$ cat src/rtl/ifetch_npc_unit.sv
// ifetch_npc_unit: fetch-side companion to the PC register in the multi-cycle MIPS core.
// It fetches the instruction at PC into IR, computes NPC[31:2] and pulses PCWr.
//
// Ports:
//   clk, rst            clock (rising edge), synchronous active-high reset
//   PC                  current instruction word address [31:2]
//   fetch_req           start a fetch at PC (IDLE only)
//   im_rd, im_addr      instruction-memory read request and word address
//   im_ready, im_dout   memory data valid strobe and instruction word
//   IR, ir_valid        latched instruction and one-cycle update pulse
//   npc_req, npc_sel    PC update request; 00 seq, 01 branch, 10 jump, 11 jr
//   br_taken, rs_data   branch condition and jr target register
//   NPC, PCWr           next PC [31:2] and one-cycle PC write enable
//   busy, fetch_err     fetch in progress, sticky timeout flag
module ifetch_npc_unit #(
    parameter int unsigned FETCH_TIMEOUT = 16,
    parameter logic [29:0] RESET_NPC     = 30'h0C00
) (
    input  logic        clk,
    input  logic        rst,
    input  logic [29:0] PC,
    input  logic        fetch_req,
    output logic        im_rd,
    output logic [29:0] im_addr,
    input  logic        im_ready,
    input  logic [31:0] im_dout,
    output logic [31:0] IR,
    output logic        ir_valid,
    input  logic        npc_req,
    input  logic [1:0]  npc_sel,
    input  logic        br_taken,
    input  logic [31:0] rs_data,
    output logic [29:0] NPC,
    output logic        PCWr,
    output logic        busy,
    output logic        fetch_err
);

    typedef enum logic {
        IDLE,
        FETCH
    } state_t;

    localparam logic [7:0] CNT_LAST = 8'(FETCH_TIMEOUT - 1);

    state_t      state;
    logic [29:0] pc_q;
    logic [7:0]  cnt;

    logic [29:0] p1;
    logic [29:0] boff;
    logic [29:0] npc_next;

    // jr targets are word aligned; the low two bits carry no information
    logic unused_rs_lo;
    assign unused_rs_lo = ^rs_data[1:0];

    always_comb begin
        p1       = pc_q + 30'd1;
        boff     = {{14{IR[15]}}, IR[15:0]};
        npc_next = p1;
        unique case (npc_sel)
            2'b00: npc_next = p1;
            2'b01: npc_next = br_taken ? (p1 + boff) : p1;
            2'b10: npc_next = {p1[29:26], IR[25:0]};
            2'b11: npc_next = rs_data[31:2];
            default: npc_next = p1;
        endcase
    end

    always_ff @(posedge clk) begin
        if (rst) begin
            state     <= IDLE;
            pc_q      <= RESET_NPC;
            cnt       <= 8'd0;
            im_rd     <= 1'b0;
            im_addr   <= 30'd0;
            IR        <= 32'd0;
            ir_valid  <= 1'b0;
            NPC       <= RESET_NPC;
            PCWr      <= 1'b0;
            busy      <= 1'b0;
            fetch_err <= 1'b0;
        end else begin
            ir_valid <= 1'b0;
            PCWr     <= 1'b0;

            // npc_next reads the old pc_q/IR even when a fetch starts now
            if (state == IDLE && npc_req) begin
                NPC  <= npc_next;
                PCWr <= 1'b1;
            end

            unique case (state)
                IDLE: begin
                    if (fetch_req) begin
                        pc_q    <= PC;
                        im_addr <= PC;
                        im_rd   <= 1'b1;
                        busy    <= 1'b1;
                        cnt     <= 8'd0;
                        state   <= FETCH;
                    end
                end
                FETCH: begin
                    // a response on the last allowed cycle still completes
                    if (im_ready) begin
                        IR       <= im_dout;
                        ir_valid <= 1'b1;
                        im_rd    <= 1'b0;
                        busy     <= 1'b0;
                        state    <= IDLE;
                    end else if (cnt == CNT_LAST) begin
                        fetch_err <= 1'b1;
                        im_rd     <= 1'b0;
                        busy      <= 1'b0;
                        state     <= IDLE;
                    end else begin
                        cnt <= cnt + 8'd1;
                    end
                end
                default: state <= IDLE;
            endcase
        end
    end

endmodule

$ cat config.mk
export PLATFORM = sky130hd
export DESIGN_NAME = ifetch_npc_unit
export DESIGN_NICKNAME = d
export VERILOG_FILES = /design/src/rtl/ifetch_npc_unit.sv
export SDC_FILE = /design/constraint.sdc
export NUM_CORES = 1
export LEC_CHECK = 0
export CORE_ASPECT_RATIO = 2
export CORE_MARGIN = 5
export CORE_UTILIZATION = 43
export DETAILED_ROUTE_END_ITERATION = 8
export PLACE_DENSITY = 0.88
export RECOVER_POWER = 25
export SYNTH_ARGS = -nofsm -noshare
export SYNTH_HDL_FRONTEND = slang
export SYNTH_SLANG_ARGS = --single-unit
$ cat constraint.sdc
create_clock -name clk -period 3.3 [get_ports clk]
set_input_delay 0.33 -clock clk [delete_from_list [all_inputs] [get_ports clk]]
set_output_delay 0.33 -clock clk [all_outputs]
set_load 0.03 [all_outputs]
==> flow_summary.yaml <==
outcome:
  status: "complete, but fails checks"
  violations: "max-capacitance violations, max-slew violations, negative setup slack"
global_route:
  grt_max_degree: 36
  grt_pass1_wl_um: 35410
  antenna_found_initial: 0
  grt_overflow: 0
  grt_pass1_vias: 6936
  grt_usage_pct: 24.64
drt:
  via_per_inst: 5.703
  ant_nets: 0
  met3_length_um: 1270
  wl_met1_um: 8693
  drc_errors: 0
  firstDrtPassIters: 5
  met2_length_um: 12790
  drtIter0Drc: 446
  wl_per_cell_um: 19.34
  dr.max_layer_used: "met4"
  routed_wl_um: 24120
  vias: 7112
setup_path:
  worstPathCellList: "ha_4 > and4_4 > nand2b_4 > nand2b_4 > nor2_1 > nand2_1 > xnor2_2 > ha_1 > a21oi_2 > buf_4 > o21bai_1 > a21oi_2 > o21ai_0 > a31oi_1 > o31ai_2 > xor2_1 > nand2_1 > a21oi_1"
  cpMaxStageDelayCell: "dfxtp_4"
  cp_num_buf_inv: 1
  cp.arrival_ps: 3620
  cpPeakStageDelay_ps: 370
  crit_path_end_kind: "flip-flop"
  cp.required_ps: 3580
  critical_path_class: "flip-flop to flip-flop"
  crit_family: "compound AO/OA/AOI/OAI gates"
  crit_path_max_fanout: 4
  cp-start-kind: "flip-flop"
finish:
  diodes: 0
  syn_to_final_growth_pct: 50.60
  nNetsFinal: 1183
  final_cells: 1247
  fin_util_pct: 65.38
  drive_gt1_share_pct: 21.16
die:
  fp.dieW_um: 97.64
  initial_core_util_pct: 43.41
  ios: 199
  die_area_um2: 18090
  die_y_um: 185.3
  row_count: 64
  core_area_um2: 15210
synthesis:
  syn_area_um2: 6605
  synthFlopType: "dfxtp_1"
  synth_cell_types: 57
  syn_area_per_cell_um2: 8.195
  postSynthCellCount: 806
  netlist.area_leader.share_pct: 32.43
  post-synth-top-area-cell: "dfxtp_1"
  ys_seq_area_share_pct: 32.43
  ys_ff_latch: 107
  synth_warnings: 0
  synth.area.top_cells: "dfxtp_1 (32%), nand2_1 (7.2%), a21oi_1 (7.0%)"
  synth.net_count: 945
  synth_edf_count: 0
  synth_async_sr_flop_share_pct: 0
timing:
  worst_pin_slew_ps: 1778
  rsz0062_at_grt: "yes"
  min_period_over_period_pct: 101.1
  fin_skew_ps: 10.27
  holdWs_ps: 454.2
  finalSetupViolations: 3
  min_period_ps: 3337
  slew-limit-headroom_pct: -18.55
  hold_violations: 0
  maxSlewViolCount: 34
  fin_ws_ps: -37.38
  clock.fmax_mhz: 299.6
job:
  max_cap_viol_count: 1
placed_design:
  gp_congestion: 0.9788
  dp.cells: 1216
  io_buffer_count: 196
  dp_hpwl_um: 17830
pwr:
  finalPower_uw: 3526
  power.density_nw_per_um2: 354.4
  ir_drop_uv: 287.9
  p_leak_uw: 0.004127
clock_tree:
  htreeDepth: 3
  clockRootBuffer: "clkbuf_16"
  cts_tree: "built"
  cts-hold-fix-buffers: 0
  cts_made_buffers: 9
  cts.path.max_buffers: 2
  cts.sinks: 107
  clock_latency_ps: 360
  path_clk_slew_ps: 70
worst_hold_path:
  hold_path.class: "flip-flop to flip-flop"
kinds of logic (layout without fill, tap and decap cells):
kind of cell    Yosys count  count (layout)  share of synthesized area (%)
mux                      28              28                          4.622
buf+inv                  87             330                          6.611
fa+ha+maj                37              37                          7.123
compound gates          241             241                          24.42
simple gates            252             252                          17.64
xor+xnor                 54              54                          7.161
flops                   107             107                          32.43
tightest hold or removal path: cells and delay by family (launching register included):
family        cells  cell delay [ps]
simple gates      2               90
flops             1              320
sequential cells by signal, indices dropped and copies added, names as in the netlist:
register,count
IR,32
NPC,30
im_addr,29
cnt,8
pc_q,3
PCWr,1
busy,1
fetch_err,1
ir_valid,1
state,1
final cells by class:
type	instances	area (µm²)
clock buffer	10	229.0
timing repair buffer	299	2743
clock inverter	6	71.32
inverter	15	56.30
multi-input combinational	612	4448
fill	1199	5268
sequential	107	2152
tap	198	247.7
synthesized netlist by cell type (all sizes together) (4+ instances only):
master / number
a211oi: 4
a21o: 11
a21oi: 94
a221oi: 20
a22o: 32
a31oi: 6
and3: 12
and4: 5
buf: 34
clkbuf: 38
dfxtp: 107
ha: 36
inv: 15
mux2: 20
mux2i: 8
nand2: 126
nand2b: 7
nand3: 27
nand4: 6
nor2: 39
nor2b: 6
nor3: 13
o211ai: 5
o21a: 4
o21ai: 45
xnor2: 33
xor2: 21
power breakdown:
group	internal, µW	total (µW)	switching (µW)	leakage, µW
registers	1360	1420	61.8	0.000879
clock network	598	1120	519	0.000145
logic	465	984	519	0.00310
routing by layer:
| layer | GRT usage (%) | up-vias |
|---|---|---|
| met1 | 25.33 | 3347 |
| met5 | 0 | - |
| li1 | - | 3344 |
| met3 | 3.995 | 94 |
| met2 | 46.36 | 327 |
| met4 | 14.53 | 0 |
what timing repair did:
| item | in CTS | in global routing |
|---|---|---|
| setup buffers | 1 | 14 |
| pin swaps | 5 | 33 |
| setup endpoints to repair | 9 | 15 |
| cloned | 0 | 0 |
| gates resized for setup | 20 | 64 |
worst paths after layout:
kind	startpoint	end	slack [ps]	cells past startpoint
worst max-delay path	im_addr[0]$_SDFFE_PP0P_	NPC[27]$_SDFFE_PP0P_	-40	18
worst min-delay path	NPC[21]$_SDFFE_PP0P_	NPC[21]$_SDFFE_PP0P_	450	2
worst max register to register	im_addr[0]$_SDFFE_PP0P_	NPC[27]$_SDFFE_PP0P_	-40	18
worst min register to register	NPC[21]$_SDFFE_PP0P_	NPC[21]$_SDFFE_PP0P_	450	2
layout by cell type, fill, tap and decap left out, drive strengths merged, types with 2 or more instances in the layout:
cell           count
clkinv             2
dfxtp            107
nor2b              6
nand4              6
a211o              3
a211oi             4
o21ai             45
nor2              39
inv               17
clkbuf            14
nand3             27
o21bai             2
o211ai             5
ha                36
nor4               3
nand2            126
o21a               4
nand2b             7
xnor2             33
mux2i              8
clkdlybuf4s50    195
a2bb2oi            3
a221o              3
and4               5
a31oi              6
and3              12
mux2              20
o311ai             2
or3                3
a21o              11
buf              100
nor3              13
a22o              32
a21oi             94
xor2              21
and2               3
a221oi            20
metrics by stage:
stage / worst slack (ps) / TNS (ps) / cell area, µm²
floorplan: 81.06 / 0 / 6605
global placement: -95.72 / -193.2 / 9119
detailed placement: -133.0 / -459.5 / 9119
CTS: -45.70 / -80.97 / 9544
global route: -269.9 / -955.1 / 9947
finish: -37.38 / -92.59 / 9947
Power figures use the tool's default switching activity.
